<file path="src/rtl/mem_arbiter_pkg.sv">
// mem_arbiter_pkg: shared types and defaults for the RAM port arbiter
package mem_arbiter_pkg;

    typedef logic [31:0] word_t;

    typedef enum logic [1:0] {
        RAM_IDLE,
        RAM_WAIT,
        RAM_DONE
    } ram_state_t;

    typedef enum logic [1:0] {
        GRANT_NONE,
        GRANT_I,
        GRANT_D
    } arb_grant_t;

    localparam word_t ERR_DATA_DEFAULT = 32'hDEADBEEF;

endpackage

</file>
<file path="src/rtl/mem_arbiter.sv">
// mem_arbiter: shares one RAM port between instruction fetch and data load/store
//   CLK, nRST                      clock, async active-low reset
//   iren/iaddr -> iload/iready     fetch request and one-cycle completion
//   dren/dwen/daddr/dstore/dstrobe -> dload/dready   data request and completion
//   bus_err                        flags a timed-out access alongside its ready pulse
//   ram_*                          registered RAM strobes/address/data, ram_load/ram_ready back
module mem_arbiter
    import mem_arbiter_pkg::*;
#(
    parameter int    MAX_DATA_STREAK = 4,
    parameter int    RAM_TIMEOUT     = 1024,
    parameter word_t ERR_DATA        = ERR_DATA_DEFAULT
) (
    input  logic        CLK,
    input  logic        nRST,
    input  logic        iren,
    input  logic [31:0] iaddr,
    output logic [31:0] iload,
    output logic        iready,
    input  logic        dren,
    input  logic        dwen,
    input  logic [31:0] daddr,
    input  logic [31:0] dstore,
    input  logic [3:0]  dstrobe,
    output logic [31:0] dload,
    output logic        dready,
    output logic        bus_err,
    output logic        ram_ren,
    output logic        ram_wen,
    output logic [31:0] ram_addr,
    output logic [31:0] ram_store,
    output logic [3:0]  ram_strobe,
    input  logic [31:0] ram_load,
    input  logic        ram_ready
);
    localparam logic [3:0]  STREAK_MAX = 4'(MAX_DATA_STREAK);
    localparam logic [15:0] TMO_LAST   = 16'(RAM_TIMEOUT - 1);

    ram_state_t  state_q, state_d;
    arb_grant_t  grant_q, grant_d;
    logic [3:0]  streak_q, streak_d;
    logic [15:0] tmo_q, tmo_d;
    logic        ren_d, wen_d, iready_d, dready_d, err_d;
    word_t       addr_d, store_d, iload_d, dload_d, rdata;
    logic [3:0]  strobe_d;
    logic        dreq;

    assign dreq = dren | dwen;

    always_comb begin
        state_d  = state_q;
        grant_d  = grant_q;
        streak_d = streak_q;
        tmo_d    = tmo_q;
        ren_d    = ram_ren;
        wen_d    = ram_wen;
        addr_d   = ram_addr;
        store_d  = ram_store;
        strobe_d = ram_strobe;
        iready_d = 1'b0;
        dready_d = 1'b0;
        iload_d  = '0;
        dload_d  = '0;
        err_d    = 1'b0;
        rdata    = '0;
        unique case (state_q)
            RAM_IDLE: begin
                grant_d = (dreq && (!iren || streak_q < STREAK_MAX)) ? GRANT_D :
                          iren ? GRANT_I : GRANT_NONE;
                if (grant_d != GRANT_NONE) begin
                    state_d  = RAM_WAIT;
                    tmo_d    = '0;
                    wen_d    = grant_d == GRANT_D && dwen;
                    ren_d    = !wen_d;
                    addr_d   = grant_d == GRANT_D ? daddr : iaddr;
                    store_d  = wen_d ? dstore : '0;
                    strobe_d = wen_d ? dstrobe : 4'hF;
                    // Streak only builds while a fetch is actually being held off
                    streak_d = (grant_d == GRANT_D && iren) ?
                               (streak_q == STREAK_MAX ? streak_q : streak_q + 4'd1) : 4'd0;
                end
            end
            RAM_WAIT: begin
                // ram_ready wins over a timeout expiring on the same cycle
                if (ram_ready || tmo_q == TMO_LAST) begin
                    state_d  = RAM_DONE;
                    ren_d    = 1'b0;
                    wen_d    = 1'b0;
                    rdata    = !ram_ready ? ERR_DATA : ram_ren ? ram_load : '0;
                    err_d    = !ram_ready;
                    iready_d = grant_q == GRANT_I;
                    dready_d = grant_q == GRANT_D;
                    iload_d  = iready_d ? rdata : '0;
                    dload_d  = dready_d ? rdata : '0;
                end else begin
                    tmo_d = tmo_q + 16'd1;
                end
            end
            RAM_DONE: state_d = RAM_IDLE;
            default:  state_d = RAM_IDLE;
        endcase
    end

    always_ff @(posedge CLK or negedge nRST) begin
        if (!nRST) begin
            state_q    <= RAM_IDLE;
            grant_q    <= GRANT_NONE;
            streak_q   <= '0;
            tmo_q      <= '0;
            ram_ren    <= 1'b0;
            ram_wen    <= 1'b0;
            ram_addr   <= '0;
            ram_store  <= '0;
            ram_strobe <= '0;
            iready     <= 1'b0;
            dready     <= 1'b0;
            iload      <= '0;
            dload      <= '0;
            bus_err    <= 1'b0;
        end else begin
            state_q    <= state_d;
            grant_q    <= grant_d;
            streak_q   <= streak_d;
            tmo_q      <= tmo_d;
            ram_ren    <= ren_d;
            ram_wen    <= wen_d;
            ram_addr   <= addr_d;
            ram_store  <= store_d;
            ram_strobe <= strobe_d;
            iready     <= iready_d;
            dready     <= dready_d;
            iload      <= iload_d;
            dload      <= dload_d;
            bus_err    <= err_d;
        end
    end

endmodule
</file>
<file path="config.mk">
export PLATFORM = sky130hd
export DESIGN_NAME = mem_arbiter
export DESIGN_NICKNAME = d
export VERILOG_FILES = /design/src/rtl/mem_arbiter_pkg.sv /design/src/rtl/mem_arbiter.sv
export SDC_FILE = /design/constraint.sdc
export NUM_CORES = 1
export LEC_CHECK = 0
export CAP_MARGIN = 10
export CORE_MARGIN = 2
export CORE_UTILIZATION = 42
export DETAILED_ROUTE_END_ITERATION = 16
export PLACE_DENSITY_LB_ADDON = 0.1
export SYNTH_ARGS = -nofsm -noshare
export SYNTH_HDL_FRONTEND = slang
export SYNTH_SLANG_ARGS = --single-unit
</file>
<file path="constraint.sdc">
create_clock -name CLK -period 2.5 [get_ports CLK]
set_input_delay 0.25 -clock CLK [delete_from_list [all_inputs] [get_ports CLK]]
set_output_delay 0.25 -clock CLK [all_outputs]
set_load 0.01 [all_outputs]
</file>
* After elaboration in Yosys (flattened, before gate mapping)
Cells that the tools add are included.
** Word-level totals
- Register bits :: 161
- Word-level logic and storage cells :: 76
- Bits of input ports :: 138
** Operators by class
- Order comparisons :: 1
- Equal/unequal tests :: 10
- Mux-type cells :: 32
- Bitwise gates (word level) :: 1
- $add $sub $neg :: 2
- Reductions and logical operators :: 16
** Operators by type and width (number)
- 2-to-1 mux 32 bit :: 10
- 2-to-1 mux 16 bit :: 2
- one-hot mux 16 bit (2 select lines) :: 1
- adder 16 x 1 -> 16 bit, second input constant :: 1
- equality test 16 x 10 -> 1 bit, second input constant :: 1
- 2-to-1 mux 4 bit :: 3
- 2-to-1 mux 1 bit :: 10
- AND reduction 3 bit :: 3
- inequality test 2 bit, second input constant :: 4
- 2-to-1 mux 2 bit :: 3
- adder 4 x 1 -> 4 bit, second input constant :: 1
- equality test 2 x 1 -> 1 bit, second input constant :: 2
- equality test 2 bit, second input constant :: 2
- equality test 4 x 3 -> 1 bit, second input constant :: 1
- < comparator 4 x 3 -> 1 bit, second input constant :: 1
- one-hot mux 1 bit (2 select lines) :: 2
- one-hot mux 2 bit (2 select lines) :: 1
- AND reduction 2 bit :: 2
- nonzero test 2 bit :: 2
- logical AND 1 bit :: 3
- logical NOT 1 bit :: 3
- logical NOT 2 bit :: 1
- logical OR 1 bit :: 2
- OR 1 bit :: 1

* Depth between registers and ports, before layout
Gate-level depths: netlist (run 1).
- Word-level depth :: 9
- Mapped depth :: 8

* Worst setup path after synthesis (run 1)
Ideal clock, no wire load.
- Kind :: register -> register
- Start point :: register tmo_q[0]
- End point :: register tmo_q[7]
- Clock period less this slack :: 1.802 ns
- Buffers on the path :: 0
- Slack :: 0.698 ns
- Stages on the path, launching flop included :: 7
- Arrival time :: 1.671 ns
- Cells stage by stage :: dfrtp_1 > ha_1 > nor4b_2 > nand4_1 > a21oi_2 > nor4_1 > or3_1
** On the way
- Longest elaborated chain between the ends :: 4
- Elaborated cells on any way between the ends :: 7
- Classes of those cells :: add/sub: 1; eq/ne: 2; mux: 2; reduce/logical: 2
** Ends and longest elaborated chain
- start, declared :: line mem_arbiter.sv:42 : logic [15:0] tmo_q, tmo_d;
- start signal, assigned :: line mem_arbiter.sv:124 : tmo_q <= tmo_d;
- parallel branches: the longest is 4 deep, another holds adder 16 x 1 -> 16 bit
Several ways; the timed one is not identified. The select of a mux whose other input is x is not followed.
A chain may end at the register's enable or synchronous reset.

* Worst setup path after layout (run 1)
- Start point :: register tmo_q[0]
- End point :: register dload[31]
** On the way
- Longest elaborated chain between the ends :: 4
** Ends and longest elaborated chain
- equality test 16 x 10 -> 1 bit :: line mem_arbiter.sv:85 : if (ram_ready || tmo_q == TMO_LAST) begin
- logical OR 1 bit :: line mem_arbiter.sv:85
- 2-to-1 mux 32 bit :: line mem_arbiter.sv:85
- 2-to-1 mux 32 bit :: line mem_arbiter.sv:66 : unique case (state_q)
- via dload_d[31] :: line mem_arbiter.sv:44 : word_t addr_d, store_d, iload_d, dload_d, rdata;
- end signal, assigned :: line mem_arbiter.sv:133 : dload <= dload_d;
- end, declared :: line mem_arbiter.sv:25 : output logic [31:0] dload,
The timed path passes the listed nets, and every way through them passes these cells.

==> results.cfg, run 1 <==
[run_status]
outcome = finished clean

[synthesis]
syn_avg_cell_area_sq_um = 11.6
netlist_top_cells_area = dfrtp_1 (63%), mux2i_1 (5.2%), nor2_1 (4.8%)
yosysTopAreaCell = dfrtp_1
yosys_warnings = 0
synth_top_area_share_pct = 63.2
ys_seq_area_share_pct = 63.2
synth-edff-count = 0
synth-seq-cells = 161
synth.distinct_cells = 47
synthCells = 549
synthArstFlopShare_pct = 100
syn_area_sq_mm = 0.00638
ys.flop_type = dfrtp_1
synth_fp_nets = 690

[sta]
tightest_slew_ns = 0.965
min_period_ns = 2.32
layout_setup_ws_ns = 0.184
final_max_slew_viol_count = 0
setup_tns_ns = 0
period_share_pct = 92.6
fmax_mhz = 432
clock_skew_ns = 0.00995
rsz0062_at_grt = false
whs_ns = 0.390
relSlewSlack_pct = 35.6
report.final.setup_viol = 0
hold_viol = 0

[clock_tree]
cts.reportedPaths.clkPinSlew_ns = 0.06
cts_tree = built
cts_root_buf = clkbuf_16
insertion_delay_ns = 0.42
cts_buffer_depth = 2
cts_max_level = 4
cts_made_buffers = 17
clkSinkCount = 161
postCtsSetupBuffers = 0

[global_route]
grt_pass1_vias = 5324
grt_usage_pct = 22.1
grt_pass1_wl_microns = 27600
grt_max_degree = 97
overflow = 0
antenna_found_initial = 0

[power_and_ir_drop]
clkPwrFrac_pct = 27.1
combPwrFrac_pct = 35.8
ir_drop_v = 0.000501
p_int_mw = 6.90
p_per_area_mw_per_mm2 = 1020
p_leak_nw = 4.46
pwr-share-seq_pct = 37.1
p_sw_mw = 3.17
total_power_mw = 10.1
swShare_pct = 31.5

[worst_setup_path]
cp_max_fo = 25
cp-start-kind = flop
endpoint_kind = flop
cp.required_ns = 2.76
arrival_ns = 2.58
path_class = reg -> reg

[route]
viasPerCell = 5.13
avgRoutedWirePerCell_microns = 17.3
drt-pass1-iter-count = 4
drt_iter0_drc = 213
drc = 0
vias = 5240
drt-total-wl_microns = 17600
antenna_left = 0

[placement]
dp_slack_ns = 0.179
dpl.hpwl_microns = 12700
dp.cells = 988
portBuffers = 274
globalplace.congestion = 0.853

[finish]
num-nets-final = 961
area.growth.synth_to_final_pct = 55.0
drive_gt1_share_pct = 6.00
antenna_cells = 0
final_cells = 1021

[floorplan]
start_util_pct = 42.4
placementRows = 45
die_w_microns = 127
core_region_area_sq_mm = 0.0150
die_h_microns = 127
io_pins = 275
dieArea_sq_mm = 0.0162

[job]
maxCapViolations = 0

[min_path]
hold_class = in -> async
[power groups by stage]
stage | Clock [mW] | Combinational [mW] | Sequential [mW]
6_report | 2.73 | 3.61 | 3.73
5_1_grt | 2.90 | 3.91 | 3.81
4_1_cts | 2.78 | 3.66 | 3.73
3_5_place_dp | 0 | 3.64 | 3.75
3_3_place_gp | 0 | 3.57 | 3.73
2_1_floorplan | 0 | 1.37 | 4.02
[layout by cell type (no fill, tap or decap), types with 2 or more instances in the layout]
master           count
dfrtp_1            161
mux2i_1             33
bufinv_16            4
clkbuf_8             2
nor3_1               5
or2_1                2
nor4_1               3
clkinv_4             2
nand3_1              5
clkbuf_16           17
nand4_1             11
ha_1                 3
o22a_1               4
or3_1                2
a21boi_0            24
buf_4                8
xnor2_1              3
or3b_1               2
clkinv_2             4
o31ai_1              3
a21oi_1             12
and4_1               2
buf_12               3
clkdlybuf4s50_1    273
nor2_1              80
xor2_1               3
o21ai_0             44
nand2_1             53
inv_1                8
clkbuf_1             3
nand2b_4             2
a22o_1              32
[final timing paths]
| check | start | to | slack, ns | cells past startpoint |
|---|---|---|---|---|
| setup / recovery | tmo_q[0]$_DFFE_PN0P_ | dload[31]$_DFF_PN0_ | 0.18 | 6 |
| hold / removal | nRST | iload[20]$_DFF_PN0_ | 0.39 | 2 |
| setup reg to reg | tmo_q[0]$_DFFE_PN0P_ | dload[31]$_DFF_PN0_ | 0.18 | 6 |
| hold reg to reg | ram_addr[13]$_DFFE_PN0P_ | ram_addr[13]$_DFFE_PN0P_ | 0.48 | 2 |
| max in group asynchronous | nRST | ram_store[14]$_DFFE_PN0P_ | 1.32 | 3 |
| min in group CLK | ram_load[24] | iload[24]$_DFF_PN0_ | 0.39 | 3 |
[flip-flops by register name, indices dropped and copies added, names as in the netlist, 2 cells and up]
name        cells
dload          32
grant_q         2
iload          32
ram_addr       32
ram_store      32
ram_strobe      4
state_q         2
streak_q        4
tmo_q          16
[cell families after synthesis]
| logic type | Yosys count | synth area share (%) |
|---|---|---|
| mux | 34 | 5.36 |
| buf+inv | 42 | 4.16 |
| fa+ha+maj | 3 | 0.589 |
| compound gates | 128 | 13.7 |
| simple gates | 175 | 12.2 |
| flops | 161 | 63.2 |
| xor+xnor | 6 | 0.824 |
[per-stage QoR]
stage          cell area (sq um)  util, %
2_1_floorplan               6380        -
3_3_place_gp                9250     61.5
3_5_place_dp                9250     61.5
4_1_cts                     9880     65.7
5_1_grt                     9880     65.7
6_report                    9880     65.7
[metal layers]
metal / part of all wire, % / GRT usage (%) / vias up
met5: 0 / 0 / -
met4: 2.7 / 8.73 / 0
met3: 7.2 / 7.20 / 29
met2: 49 / 36.9 / 216
met1: 41 / 26.6 / 2550
li1: - / - / 2445
[Yosys cell counts, types with 2 or more instances]
master / n
xor2_1: 3
ha_1: 3
a21boi_0: 24
buf_4: 3
a22o_1: 32
or3_1: 2
o21ai_0: 44
buf_8: 2
or3b_1: 2
nand4_1: 11
nand3_1: 5
dfrtp_1: 161
nand2_1: 53
inv_1: 8
a21oi_1: 12
nor3_1: 5
clkbuf_1: 12
nor4_1: 3
xnor2_1: 3
buf_6: 4
nor2_1: 81
and4_1: 2
buf_2: 12
or2_1: 2
o22a_1: 4
mux2i_1: 33
o31ai_1: 3
[cell type report]
cell class | count | area, sq um
tap | 188 | 235
multi-input combinational | 346 | 2090
clock inverter | 10 | 158
timing repair buffer | 286 | 2870
clock buffer | 22 | 464
inverter | 8 | 30.0
sequential | 161 | 4030
fill | 1197 | 5150
[repair_timing]
item                      4_1_cts  5_1_grt
gates resized for setup         0        0
hold endpoints to repair       63        0
hold buffers                    1        0
[critical path, stage by stage, from the launching register on]
cell and delay (ns):
dfrtp_1 0.42, ha_1 0.27, nor4b_2 0.18, and4_2 0.26, nor2_1 0.15, or2_1 0.77
nor2_1 0.11
Note: power is estimated with default switching activity, not from simulation.
==> inputs of run 2 (changes only) <==
==> constraint.sdc (replaced) <==
create_clock -name CLK -period 2.4 [get_ports CLK]
set_input_delay 0.24 -clock CLK [delete_from_list [all_inputs] [get_ports CLK]]
set_output_delay 0.24 -clock CLK [all_outputs]
set_load 0.01 [all_outputs]
==> run 2 against run 1 <==
Compared with the run above:
- cell count about the same
- register-to-register slack better by 0.14 ns
- sequential share of layout area fell by 0.072 points
- sequential power increased by 4%
- clock power rose by 3%
- clock skew increased by 0.00082 ns
- count of clock-buffer cells in the layout shrank 3
- first-iteration DRC count rose by 31%
- critical endpoint is now dload[7]$_DFF_PN0_
- largest power group unchanged
==> results.cfg, run 2 (synthesis gave the netlist of run 1 again) <==
[finish]
final_cell_mix = clkdlybuf4s50_1 (273), dfrtp_1 (161), nor2_1 (80), nand2_1 (53), o21ai_0 (44)
num-nets-final = 962
area.growth.synth_to_final_pct = 55.3
post-route-util_pct = 65.9
final_cells = 1022
drive_gt1_share_pct = 6.59
antenna_cells = 0
post-route-cell-area_sq_mm = 0.00990
final_common_cell = clkdlybuf4s50_1

[floorplan]
start_util_pct = 42.4
io_pins = 275
die_w_microns = 127
die_h_microns = 127
dieArea_sq_mm = 0.0162
placementRows = 45
core_region_area_sq_mm = 0.0150

[worst_setup_path]
reg2reg_from = tmo_q[0]$_DFFE_PN0P_
arrival_ns = 2.41
r2r_cells = 6
startpoint = tmo_q[0]$_DFFE_PN0P_
cp.required_ns = 2.73
rrSetupSlack_ns = 0.32
endpoint_kind = flop
rr_endpoint = dload[7]$_DFF_PN0_
cp_max_fo = 25
cp-endpoint = dload[7]$_DFF_PN0_
cp-start-kind = flop
path_class = reg -> reg

[clock_tree]
cts_buffer_depth = 2
cts_root_buf = clkbuf_16
insertion_delay_ns = 0.42
cts.reportedPaths.clkPinSlew_ns = 0.06
cts_max_level = 4
cts_made_buffers = 17
clkSinkCount = 161
cts_tree = built

[power_and_ir_drop]
clkPwrFrac_pct = 26.9
ir_drop_v = 0.000512
p_per_area_mw_per_mm2 = 1060
combPwrFrac_pct = 35.9
pwr-share-seq_pct = 37.1
p_leak_nw = 4.45
p_int_mw = 7.10
swShare_pct = 32.1
p_sw_mw = 3.36

[sta]
final_max_slew_viol_count = 0
setup_tns_ns = 0
relSlewSlack_pct = 66.4
report.final.setup_viol = 0
clock_skew_ns = 0.0108
hold_viol = 0
period_share_pct = 86.6
fmax_mhz = 481
min_period_ns = 2.08
tightest_slew_ns = 0.504
rsz0062_at_grt = false

[placement]
dpl.hpwl_microns = 12700
portBuffers = 274
globalplace.congestion = 0.846
place_area_sq_mm = 0.00927
dp.cells = 989

[route]
viasPerCell = 5.11
antenna_left = 0
drc = 0
drt-pass1-iter-count = 4
vias = 5221
drt-total-wl_microns = 17300
drt_iter0_drc = 279
avgRoutedWirePerCell_microns = 16.9

[global_route]
grt_max_degree = 97
grt_usage_pct = 21.6
antenna_found_initial = 0
grt_pass1_wl_microns = 27200
grt_pass1_vias = 5300
overflow = 0

[run_status]
outcome = finished clean

[job]
maxCapViolations = 0

[min_path]
hold_class = in -> async
[run 2: changes by cell type in the layout (fill, tap and decap cells not counted)]
cell	change
clkinv_2	-4
clkinvlp_4	+3
inv_6	+3
clkbuf_1	-2
or2_1	-2
or2_2	+2
buf_12	+1
bufinv_16	-1
clkbuf_8	-1
clkinv_4	+1
inv_8	+1
[run 2: stage by stage]
step | worst slack, ns | power (mW) | hold WS (ns)
floorplan | 0.598 | 5.61 | -0.0556
finish | 0.321 | 10.5 | 0.330
detailed placement | 0.0674 | 7.71 | 0.221
CTS | 0.0424 | 10.6 | 0.348
global route | 0.163 | 11.0 | 0.363
global placement | 0.156 | 7.62 | 0.219
[run 2: worst min path at each step]
stage               startpoint                   to  depth (start not counted)
finish                    nRST  dload[22]$_DFF_PN0_                          2
global route              nRST  dload[22]$_DFF_PN0_                          2
CTS                       nRST  dload[22]$_DFF_PN0_                          2
detailed placement        nRST  dload[22]$_DFF_PN0_                          1
global placement          nRST  dload[22]$_DFF_PN0_                          1
floorplan                 nRST    bus_err$_DFF_PN0_                          0
[run 2: power groups by stage]
stage | logic (mW) | registers, mW | clock network, mW
5_1_grt | 4.09 | 3.98 | 2.97
6_report | 3.76 | 3.88 | 2.81
3_5_place_dp | 3.80 | 3.91 | 0
3_3_place_gp | 3.74 | 3.89 | 0
2_1_floorplan | 1.42 | 4.18 | 0
4_1_cts | 3.81 | 3.89 | 2.86
[run 2: worst max-delay path: stages, from the launching register on]
cell and delay [ns]:
dfrtp_1 0.41, ha_1 0.26, nor4b_2 0.25, and4_2 0.32
nor2_1 0.08, or2_2 0.50, nor2_1 0.18
[run 2: layout make-up]
class | instances | area (sq um)
clock buffers | 19 | 443
clock inverters | 13 | 176
fillers | 1158 | 5130
inverters | 8 | 30.0
multi-input cells | 346 | 2090
flip-flops and latches | 161 | 4030
well taps | 188 | 235
repair buffers | 287 | 2890
[run 2: layer usage]
layer	global-route usage [%]	vias to the layer above	share of wire, %
li1	-	2450	-
met1	25.6	2507	39
met2	36.3	239	50
met3	8.00	25	9.0
met4	7.76	0	2.1
met5	0	-	0
[run 2: timing repair]
| item | CTS | global route |
|---|---|---|
| resized for setup | 0 | 2 |
| endpoints found under the hold margin | 48 | 0 |
| setup endpoints to repair | 0 | 50 |
| hold buffers | 1 | 0 |
| setup buffers | 0 | 0 |
